File: src/rtl/edubos5_pkg.sv
// eduBOS5 shared types: CPU word types, load/store funct3 encodings,
// byte-lane write-enable patterns and the LSU state encoding.
package edubos5_pkg;

  typedef logic [31:0] cpu_addr_t;
  typedef logic [31:0] cpu_data_t;

  typedef enum logic [2:0] {
    LB  = 3'b000,
    LH  = 3'b001,
    LW  = 3'b010,
    LBU = 3'b100,
    LHU = 3'b101
  } funct3_load_t;

  typedef enum logic [2:0] {
    SB = 3'b000,
    SH = 3'b001,
    SW = 3'b010
  } funct3_store_t;

  typedef logic [3:0] we_bs_t;
  localparam we_bs_t NOWR      = 4'b0000;
  localparam we_bs_t BYTE1     = 4'b0001;
  localparam we_bs_t BYTE2     = 4'b0010;
  localparam we_bs_t BYTE3     = 4'b0100;
  localparam we_bs_t BYTE4     = 4'b1000;
  localparam we_bs_t HALFWORD1 = 4'b0011;
  localparam we_bs_t HALFWORD2 = 4'b1100;
  localparam we_bs_t WORD      = 4'b1111;

  typedef enum logic [1:0] {
    IDLE = 2'd0,
    BUS  = 2'd1,
    RESP = 2'd2
  } lsu_state_t;

  function automatic cpu_data_t ext_byte(input logic [7:0] b, input logic sgn);
    return {{24{sgn & b[7]}}, b};
  endfunction

  function automatic cpu_data_t ext_half(input logic [15:0] h, input logic sgn);
    return {{16{sgn & h[15]}}, h};
  endfunction

endpackage

File: src/rtl/edubos5_lsu_align.sv
// Combinational lane logic for the LSU: store byte enables and data replication,
// load byte/halfword extraction with extension, misalign and illegal detection.
module edubos5_lsu_align
  import edubos5_pkg::*;
(
  input  logic        load,
  input  logic [2:0]  funct3,
  input  logic [1:0]  addr_lo,
  input  cpu_data_t   wdata,
  input  cpu_data_t   rdata,
  output logic [3:0]  we_bs,
  output cpu_data_t   wdata_lanes,
  output cpu_data_t   rdata_fmt,
  output logic        misalign,
  output logic        illegal
);

  logic [7:0]  byte_s;
  logic [15:0] half_s;

  assign byte_s = rdata[{addr_lo, 3'b000} +: 8];
  assign half_s = rdata[{addr_lo[1], 4'b0000} +: 16];

  // decode funct3 into lanes, formatted read data and error flags
  always_comb begin
    we_bs       = NOWR;
    wdata_lanes = 32'h0000_0000;
    rdata_fmt   = 32'h0000_0000;
    misalign    = 1'b0;
    illegal     = 1'b0;
    if (load) begin
      case (funct3)
        LB:  rdata_fmt = ext_byte(byte_s, 1'b1);
        LBU: rdata_fmt = ext_byte(byte_s, 1'b0);
        LH: begin
          misalign  = addr_lo[0];
          rdata_fmt = ext_half(half_s, 1'b1);
        end
        LHU: begin
          misalign  = addr_lo[0];
          rdata_fmt = ext_half(half_s, 1'b0);
        end
        LW: begin
          misalign  = (addr_lo != 2'b00);
          rdata_fmt = rdata;
        end
        default: illegal = 1'b1;
      endcase
    end else begin
      case (funct3)
        SB: begin
          we_bs       = BYTE1 << addr_lo;
          wdata_lanes = {4{wdata[7:0]}};
        end
        SH: begin
          misalign    = addr_lo[0];
          we_bs       = addr_lo[1] ? HALFWORD2 : HALFWORD1;
          wdata_lanes = {2{wdata[15:0]}};
        end
        SW: begin
          misalign    = (addr_lo != 2'b00);
          we_bs       = WORD;
          wdata_lanes = wdata;
        end
        default: illegal = 1'b1;
      endcase
    end
  end

endmodule

File: src/rtl/edubos5_lsu.sv
// eduBOS5 load/store unit: one bus transaction at a time with byte lanes,
// formatted load writeback, and misalign/illegal/timeout reporting.
module edubos5_lsu
  import edubos5_pkg::*;
#(
  parameter int unsigned ACK_TIMEOUT = 16
) (
  input  logic        clk,
  input  logic        arst,
  input  logic        req_valid,
  output logic        req_ready,
  input  logic        req_load,
  input  logic [2:0]  req_funct3,
  input  logic [31:0] req_addr,
  input  logic [31:0] req_wdata,
  input  logic [4:0]  req_rd,
  output logic        bus_req,
  output logic [3:0]  bus_we_bs,
  output logic [31:0] bus_addr,
  output logic [31:0] bus_wdata,
  input  logic        bus_ack,
  input  logic [31:0] bus_rdata,
  output logic        rsp_valid,
  output logic        rsp_we,
  output logic [4:0]  rsp_rd,
  output logic [31:0] rsp_data,
  output logic        rsp_misalign,
  output logic        rsp_illegal,
  output logic        rsp_buserr
);

  localparam int unsigned      CNT_W    = $clog2(ACK_TIMEOUT + 2);
  localparam logic [CNT_W-1:0] CNT_LAST = CNT_W'(ACK_TIMEOUT - 1);
  localparam bit               TO_EN    = (ACK_TIMEOUT != 32'd0);

  lsu_state_t       state_r, state_s;
  logic [CNT_W-1:0] cnt_r;
  logic             load_r, req_ready_r, bus_req_r;
  logic [2:0]       funct3_r;
  logic [1:0]       off_r;
  logic [4:0]       rd_r, rsp_rd_r;
  logic [3:0]       bus_we_bs_r;
  cpu_addr_t        bus_addr_r;
  cpu_data_t        bus_wdata_r, rsp_data_r;
  logic             rsp_valid_r, rsp_we_r, rsp_misalign_r, rsp_illegal_r, rsp_buserr_r;

  logic             idle_s, accept_s, timeout_s, err_s;
  logic             al_load_s, misalign_s, illegal_s;
  logic [2:0]       al_funct3_s;
  logic [1:0]       al_off_s;
  logic [3:0]       we_bs_s;
  cpu_data_t        wdata_lanes_s, rdata_fmt_s;

  assign idle_s    = (state_r == IDLE);
  assign accept_s  = idle_s & req_valid;
  assign timeout_s = TO_EN & (cnt_r == CNT_LAST);
  assign err_s     = illegal_s | misalign_s;

  // the request is decoded live while idle; the held copy drives load formatting
  assign al_load_s   = idle_s ? req_load      : load_r;
  assign al_funct3_s = idle_s ? req_funct3    : funct3_r;
  assign al_off_s    = idle_s ? req_addr[1:0] : off_r;

  edubos5_lsu_align u_align (
    .load        (al_load_s),
    .funct3      (al_funct3_s),
    .addr_lo     (al_off_s),
    .wdata       (req_wdata),
    .rdata       (bus_rdata),
    .we_bs       (we_bs_s),
    .wdata_lanes (wdata_lanes_s),
    .rdata_fmt   (rdata_fmt_s),
    .misalign    (misalign_s),
    .illegal     (illegal_s)
  );

  // next-state selection
  always_comb begin
    state_s = state_r;
    case (state_r)
      IDLE: begin
        if (req_valid) begin
          state_s = err_s ? RESP : BUS;
        end else begin
          state_s = IDLE;
        end
      end
      BUS: begin
        if (bus_ack || timeout_s) begin
          state_s = RESP;
        end else begin
          state_s = BUS;
        end
      end
      RESP:    state_s = IDLE;
      default: state_s = IDLE;
    endcase
  end

  // state register
  always_ff @(posedge clk or posedge arst) begin
    if (arst) begin
      state_r     <= IDLE;
      req_ready_r <= 1'b1;
    end else begin
      state_r     <= state_s;
      req_ready_r <= (state_s == IDLE);
    end
  end

  // request capture, bus drive, timeout counter and response pulse
  always_ff @(posedge clk or posedge arst) begin
    if (arst) begin
      cnt_r          <= '0;
      load_r         <= 1'b0;
      funct3_r       <= 3'b000;
      off_r          <= 2'b00;
      rd_r           <= 5'd0;
      bus_req_r      <= 1'b0;
      bus_we_bs_r    <= NOWR;
      bus_addr_r     <= 32'h0000_0000;
      bus_wdata_r    <= 32'h0000_0000;
      rsp_valid_r    <= 1'b0;
      rsp_we_r       <= 1'b0;
      rsp_rd_r       <= 5'd0;
      rsp_data_r     <= 32'h0000_0000;
      rsp_misalign_r <= 1'b0;
      rsp_illegal_r  <= 1'b0;
      rsp_buserr_r   <= 1'b0;
    end else begin
      rsp_valid_r    <= 1'b0;
      rsp_we_r       <= 1'b0;
      rsp_rd_r       <= 5'd0;
      rsp_data_r     <= 32'h0000_0000;
      rsp_misalign_r <= 1'b0;
      rsp_illegal_r  <= 1'b0;
      rsp_buserr_r   <= 1'b0;
      if (accept_s) begin
        load_r   <= req_load;
        funct3_r <= req_funct3;
        off_r    <= req_addr[1:0];
        rd_r     <= req_rd;
        cnt_r    <= '0;
        if (err_s) begin
          rsp_valid_r    <= 1'b1;
          rsp_rd_r       <= req_rd;
          rsp_illegal_r  <= illegal_s;
          rsp_misalign_r <= ~illegal_s & misalign_s;
        end else begin
          bus_req_r   <= 1'b1;
          bus_addr_r  <= {req_addr[31:2], 2'b00};
          bus_we_bs_r <= we_bs_s;
          bus_wdata_r <= wdata_lanes_s;
        end
      end else if (state_r == BUS) begin
        if (bus_ack || timeout_s) begin
          bus_req_r    <= 1'b0;
          bus_we_bs_r  <= NOWR;
          rsp_valid_r  <= 1'b1;
          rsp_rd_r     <= rd_r;
          rsp_buserr_r <= ~bus_ack;
          rsp_data_r   <= (bus_ack && load_r) ? rdata_fmt_s : 32'h0000_0000;
          rsp_we_r     <= bus_ack & load_r & (rd_r != 5'd0);
        end else begin
          cnt_r <= cnt_r + CNT_W'(1);
        end
      end else begin
        cnt_r <= cnt_r;
      end
    end
  end

  assign req_ready    = req_ready_r;
  assign bus_req      = bus_req_r;
  assign bus_we_bs    = bus_we_bs_r;
  assign bus_addr     = bus_addr_r;
  assign bus_wdata    = bus_wdata_r;
  assign rsp_valid    = rsp_valid_r;
  assign rsp_we       = rsp_we_r;
  assign rsp_rd       = rsp_rd_r;
  assign rsp_data     = rsp_data_r;
  assign rsp_misalign = rsp_misalign_r;
  assign rsp_illegal  = rsp_illegal_r;
  assign rsp_buserr   = rsp_buserr_r;

endmodule

File: config.mk
export PLATFORM = sky130hd
export DESIGN_NAME = edubos5_lsu
export DESIGN_NICKNAME = d
export VERILOG_FILES = /design/src/rtl/edubos5_pkg.sv /design/src/rtl/edubos5_lsu_align.sv /design/src/rtl/edubos5_lsu.sv
export SDC_FILE = /design/constraint.sdc
export NUM_CORES = 1
export LEC_CHECK = 0
export ABC_AREA = 1
export BUFFER_PORTS_ARGS = -buffer_cell sky130_fd_sc_hd__buf_2
export CORE_ASPECT_RATIO = 0.6
export CORE_MARGIN = 4
export CORE_UTILIZATION = 40
export CTS_BUF_LIST = sky130_fd_sc_hd__clkbuf_16
export CTS_CLUSTER_SIZE = 14
export DETAILED_ROUTE_END_ITERATION = 12
export MAX_ROUTING_LAYER = met4
export PLACE_DENSITY_LB_ADDON = 0.05
export SYNTH_ARGS = -nofsm -noshare
export SYNTH_HDL_FRONTEND = slang
export SYNTH_SLANG_ARGS = --single-unit
File: constraint.sdc
create_clock -name clk -period 4.13 [get_ports clk]
set_input_delay 0.826 -clock clk [delete_from_list [all_inputs] [get_ports clk]]
set_output_delay 0.826 -clock clk [all_outputs]
set_load 0.03 [all_outputs]
==> flow_metrics.py, run 1 <==
metrics = {
    "outcome": {
        "status": "finished, final reports clean",
    },
    "place": {
        "io_buffers": 218,
        "gp_congestion": 0.866,
        "dp_hpwl_mm": 13.0,
        "dp.cells": 1158,
    },
    "worst_setup_path": {
        "worstPathMaxFanout": 68,
        "cp-end-kind": "flop",
        "regToRegStartpoint": "state_r[0]",
        "r2r_end": "state_r[0]",
        "r2r_setup_slack_ns": 1.39,
        "r2r_cells": 10,
        "critical_path_required_ns": 4.37,
        "crit_type": "reg -> reg",
        "critPathArrivalTime_ns": 2.99,
        "start_kind": "flop",
    },
    "clock_network": {
        "cts_tree": "done",
        "cts.hold.buffers_added": 0,
        "cts.sinks": 128,
        "cts-buffers-inserted": 17,
        "cts_setup_buffers": 0,
        "clock_latency_ns": 0.41,
        "clkTransAtPathRegs_ns": 0.06,
        "ctsResizeCount": 0,
        "clockBufferDepth": 2,
        "h-tree-depth": 4,
        "cts-root-buf": "clkbuf_16",
    },
    "timing": {
        "grt_setup_unrepaired": "no",
        "finalCriticalPeriod_ns": 2.74,
        "slew_headroom_pct": 42.3,
        "fin_crit_sh_pct": 66.4,
        "finalClockSkew_ns": 0.00921,
        "setup_tns_ns": 0,
        "setup_violations": 0,
        "fmax_ghz": 0.365,
        "tightest_slew_ns": 0.863,
        "slew_viol_final": 0,
        "hold_viol_final": 0,
    },
    "min_path": {
        "hold_path.class": "reg -> reg",
        "whs_endpoint": "bus_addr[9]",
        "hp-start": "bus_addr[9]",
        "min_path_cells": 2,
    },
    "synthesis": {
        "synthTopCellsByArea": "dfrtp_1 (52%), nand2_1 (17%), nand3_1 (5.9%)",
        "syn-instance-count": 772,
        "yosys_register_bits": 128,
        "netlist-cell-type-count": 30,
        "synth.most_common_cell": "nand2_1",
        "ys_warn_count": 0,
        "synth-edff-count": 0,
        "yosys.area.top_type": "dfrtp_1",
        "synth_flop_cell": "dfrtp_1",
        "yosys-top-cells-count": "nand2_1 (286), dfrtp_1 (127), nor2_1 (73), nand3_1 (72), a21oi_1 (47)",
        "yosys.area.top_type_share_pct": 51.8,
        "synthArstFlopShare_pct": 100,
        "synth_area_um2": 6140,
        "ys_seq_area_share_pct": 52.2,
        "syn_area_per_cell_um2": 7.95,
    },
    "power_and_ir_drop": {
        "p_leak_nw": 4.51,
        "powerDensity_nw_per_um2": 770,
        "peakVddDrop_uv": 383,
    },
    "route": {
        "wirelength_mm": 18.0,
        "vias": 5639,
        "route.detailed.drc": 0,
        "ant_nets": 0,
        "post_drt_wl_per_cell_um": 15.1,
        "drtIter0Drc": 432,
        "first_pass_iters": 5,
        "via_per_inst": 4.74,
    },
    "cells_and_area": {
        "final_cells": 1190,
        "final_nets": 1090,
        "drive_above_1_share_pct": 29.7,
        "utilization_pct": 53.4,
        "syn2layout_area_growth_pct": 28.4,
        "antenna_cells": 0,
    },
    "floorplan": {
        "die_x_um": 168,
        "core_area_um2": 14800,
        "io_pins": 221,
        "start_util_pct": 41.6,
        "die_y_um": 104,
        "die-area_um2": 17500,
        "rows": 34,
    },
    "global_route": {
        "grt-ovfl-total": 0,
        "grt_usage_pct": 20.9,
        "use_met1_pct": 32.2,
        "busiest_layer": "met1",
        "grt_max_degree": 129,
        "grtUsageMet2_pct": 26.5,
        "met3_usage_pct": 6.53,
        "grt_pass1_wl_mm": 28.6,
        "first_global_vias": 5175,
        "antenna_found_initial": 0,
    },
    "flow_run": {
        "maxCapViolations": 0,
    },
}
[cells by family after synthesis]
kind of cell             after synthesis  synth area share, %
AO/OA/AOI/OAI                         82                 7.14
adder cells (fa/ha/maj)                2                0.408
buffers and inverters                 90                 7.28
flip-flops                           128                 52.2
other                                  1               0.0611
AND/OR/NAND/NOR                      469                 32.9
[critical path: stages (launching register included)]
cell and delay (ns):
dfrtp_1 0.41, nor2_4 0.32, nand2_1 0.11, nand2_2 0.38, nand3_1 0.13, buf_4 0.23
nor2_1 0.14, nor2_2 0.07, nand2_2 0.05, buf_4 0.56, nand2_1 0.16
[where the power goes]
part	internal, W	leakage, nW	switching (W)
Clock	0.000885	0.270	0.000560
Combinational	0.000733	2.53	0.00209
Sequential	0.00161	1.70	0.000192
[per-layer routing]
layer / vias up / wire (um)
met1: 2573 / 9190
met4: 0 / 126
met2: 212 / 7130
met5: - / 0
li1: 2844 / -
met3: 10 / 1550
[stage by stage]
step                hold WS, ns  area [um2]  total power (W)  worst slack [ns]
floorplan                 0.462        6140          0.00394              1.72
global placement          0.452        7310          0.00463              1.17
detailed placement        0.453        7310          0.00464              1.17
CTS                       0.469        7880          0.00612              1.38
global route              0.488        7880          0.00650              1.06
finish                    0.466        7880          0.00607              1.39
[worst max-delay path by stage]
| stage | slack [ns] | cells past startpoint | start | end |
|---|---|---|---|---|
| 6_report | 1.39 | 10 | state_r[0] | state_r[0] |
| 3_5_place_dp | 1.17 | 11 | req_funct3[2] | bus_req |
| 3_3_place_gp | 1.17 | 11 | req_funct3[2] | state_r[0] |
| 4_1_cts | 1.38 | 11 | state_r[1] | bus_we_bs[2] |
| 5_1_grt | 1.06 | 11 | state_r[1] | bus_we_bs[2] |
| 2_1_floorplan | 1.72 | 1 | arst | bus_addr[10] |
[registers in the layout (all words and copies together), names as in the netlist, 2 cells and up]
register	flops
rsp_rd	5
rd_r	5
funct3_r	3
off_r	2
state_r	2
bus_we_bs	4
bus_addr	30
cnt_r	5
bus_wdata	32
rsp_data	32
[layout make-up]
| cell class | instances | area, um2 |
|---|---|---|
| clock buffer | 17 | 425 |
| sequential | 128 | 3200 |
| tap | 198 | 248 |
| fill | 1475 | 6880 |
| clock inverter | 15 | 149 |
| multi-input combinational | 555 | 2490 |
| timing repair buffer | 226 | 1160 |
| inverter | 51 | 195 |
[layout by cell type (no fill, tap or decap), drive strengths merged]
cell type	n
nand2	301
buf	226
dfrtp	127
nand3	82
nor2	79
inv	51
a21oi	47
o21ai	33
clkbuf	17
clkinvlp	7
clkinv	6
nor3	5
ha	2
conb	2
bufinv	2
a211oi	1
o22ai	1
or4	1
nand4	1
dfstp	1
Note: power is estimated with default switching activity, not from simulation.
==> run 2: changes to the inputs <==
Clock period 4.13 ns to 2.6 ns, I/O delays scaled along.
==> flow_metrics.py, run 2 (synthesis gave the netlist of run 1 again) <==
metrics = {
    "cells_and_area": {
        "antenna_cells": 0,
        "fill_cells": 1446,
        "final_common_cell": "nand2_1",
        "layout_common_cells": "nand2_1 (286), buf_2 (218), dfrtp_1 (127)",
        "drive_above_1_share_pct": 30.4,
        "final_area_um2": 8030,
        "final_nets": 1101,
        "utilization_pct": 54.4,
        "syn2layout_area_growth_pct": 30.9,
    },
    "timing": {
        "tightest_slew_ns": 0.495,
        "fmax_ghz": 0.452,
        "slew_viol_final": 0,
        "slew_headroom_pct": 66.9,
        "setup_violations": 0,
        "finalCriticalPeriod_ns": 2.21,
        "fin_crit_sh_pct": 85.1,
        "hold_viol_final": 0,
        "finalClockSkew_ns": 0.00745,
        "grt_setup_unrepaired": "no",
        "setup_tns_ns": 0,
    },
    "floorplan": {
        "start_util_pct": 41.6,
        "io_pins": 221,
        "die-area_um2": 17500,
        "rows": 34,
        "core_area_um2": 14800,
        "die_y_um": 104,
        "die_x_um": 168,
    },
    "global_route": {
        "grt-ovfl-total": 0,
        "use_met1_pct": 32.7,
        "antenna_found_initial": 0,
        "grt_max_degree": 69,
        "grt_pass1_wl_mm": 28.9,
        "busiest_layer": "met1",
        "grt_usage_pct": 21.0,
        "met3_usage_pct": 5.36,
        "grtUsageMet2_pct": 27.3,
        "first_global_vias": 5344,
    },
    "power_and_ir_drop": {
        "power_frac_clock_pct": 23.2,
        "switchingPower_w": 0.00456,
        "powerDensity_nw_per_um2": 1230,
        "peakVddDrop_uv": 604,
        "p_leak_nw": 4.59,
        "power.share.sequential_pct": 29.1,
        "comb_power_share_pct": 47.7,
        "power_w": 0.00988,
        "switching_share_pct": 46.2,
        "p_int_w": 0.00531,
    },
    "clock_network": {
        "cts.hold.buffers_added": 0,
        "cts-root-buf": "clkbuf_16",
        "h-tree-depth": 4,
        "cts_tree": "done",
        "clockBufferDepth": 2,
        "clock_latency_ns": 0.41,
        "clkTransAtPathRegs_ns": 0.06,
        "cts-buffers-inserted": 17,
        "ctsResizeCount": 0,
        "cts_setup_buffers": 0,
        "cts.sinks": 128,
    },
    "route": {
        "post_drt_wl_per_cell_um": 15.2,
        "first_pass_iters": 5,
        "via_per_inst": 4.73,
        "vias": 5681,
        "ant_nets": 0,
        "drtIter0Drc": 491,
        "wirelength_mm": 18.3,
        "route.detailed.drc": 0,
    },
    "flow_run": {
        "maxCapViolations": 0,
    },
    "place": {
        "dp_hpwl_mm": 13.4,
        "placed_area_um2": 7460,
        "io_buffers": 218,
        "gp_congestion": 0.856,
    },
    "worst_setup_path": {
        "cp-end-kind": "flop",
        "worstPathMaxFanout": 30,
        "start_kind": "flop",
        "crit_type": "reg -> reg",
        "critical_path_required_ns": 2.90,
        "critPathArrivalTime_ns": 2.51,
    },
    "min_path": {
        "hold_path.class": "in -> async",
    },
    "outcome": {
        "status": "finished, final reports clean",
    },
}
run 2: cell types whose count changed in the layout (fill, tap and decap cells not counted), sizes merged:
cell,delta
buf,+11
clkinv,+5
clkinvlp,-3
inv,-2
run 2: power groups by stage:
stage               clock network [W]  logic [W]  registers [W]
floorplan                           0    0.00252        0.00374
global placement                    0    0.00468        0.00291
detailed placement                  0    0.00473        0.00289
CTS                           0.00234    0.00474        0.00287
global route                  0.00243    0.00518        0.00294
finish                        0.00229    0.00471        0.00288
run 2: stage by stage:
stage | std cells | worst slack (ns) | hold WS, ns
floorplan | 773 | 0.500 | 0.462
global placement | 1169 | 0.496 | 0.454
detailed placement | 1169 | 0.414 | 0.454
CTS | 1201 | 0.389 | 0.246
global route | 1201 | 0.161 | 0.272
finish | 1201 | 0.388 | 0.226
run 2: critical path: stages (launching register included):
cell	delay, ns
dfrtp_1	0.44
nor2_4	0.28
nand2_1	0.08
nand2_1	0.26
nand2_4	0.10
nand2_2	0.10
nand3_2	0.10
clkinv_1	0.07
nand2_2	0.24
buf_12	0.27
nand2_1	0.08
nand2_1	0.05
run 2: layer usage:
metal | vias to the layer above | routed length, um
met3 | 13 | 1280
met1 | 2623 | 9520
met4 | 0 | 128
met5 | - | 0
met2 | 175 | 7330
li1 | 2870 | -
run 2: cell type report:
| cell class | instances | area [um2] | share of cell area [%] |
|---|---|---|---|
| timing repair buffer | 237 | 1320 | 16.4 |
| multi-input combinational | 555 | 2490 | 31.1 |
| clock inverter | 15 | 144 | 1.79 |
| inverter | 51 | 195 | 2.43 |
| tap | 198 | 248 | 3.08 |
| clock buffer | 17 | 425 | 5.30 |
| sequential | 128 | 3200 | 39.9 |
run 2: path summary, 6_finish.rpt:
kind / end / cells past startpoint / startpoint / slack [ns]
worst max register to register: bus_wdata[24] / 11 / state_r[1] / 0.39
max in group asynchronous: req_ready / 3 / arst / 2.01
worst min-delay path: bus_addr[29] / 3 / arst / 0.23
min in group clk: rsp_buserr / 2 / bus_ack / 0.31
worst max-delay path: bus_wdata[24] / 11 / state_r[1] / 0.39
worst min register to register: bus_addr[24] / 2 / bus_addr[24] / 0.46
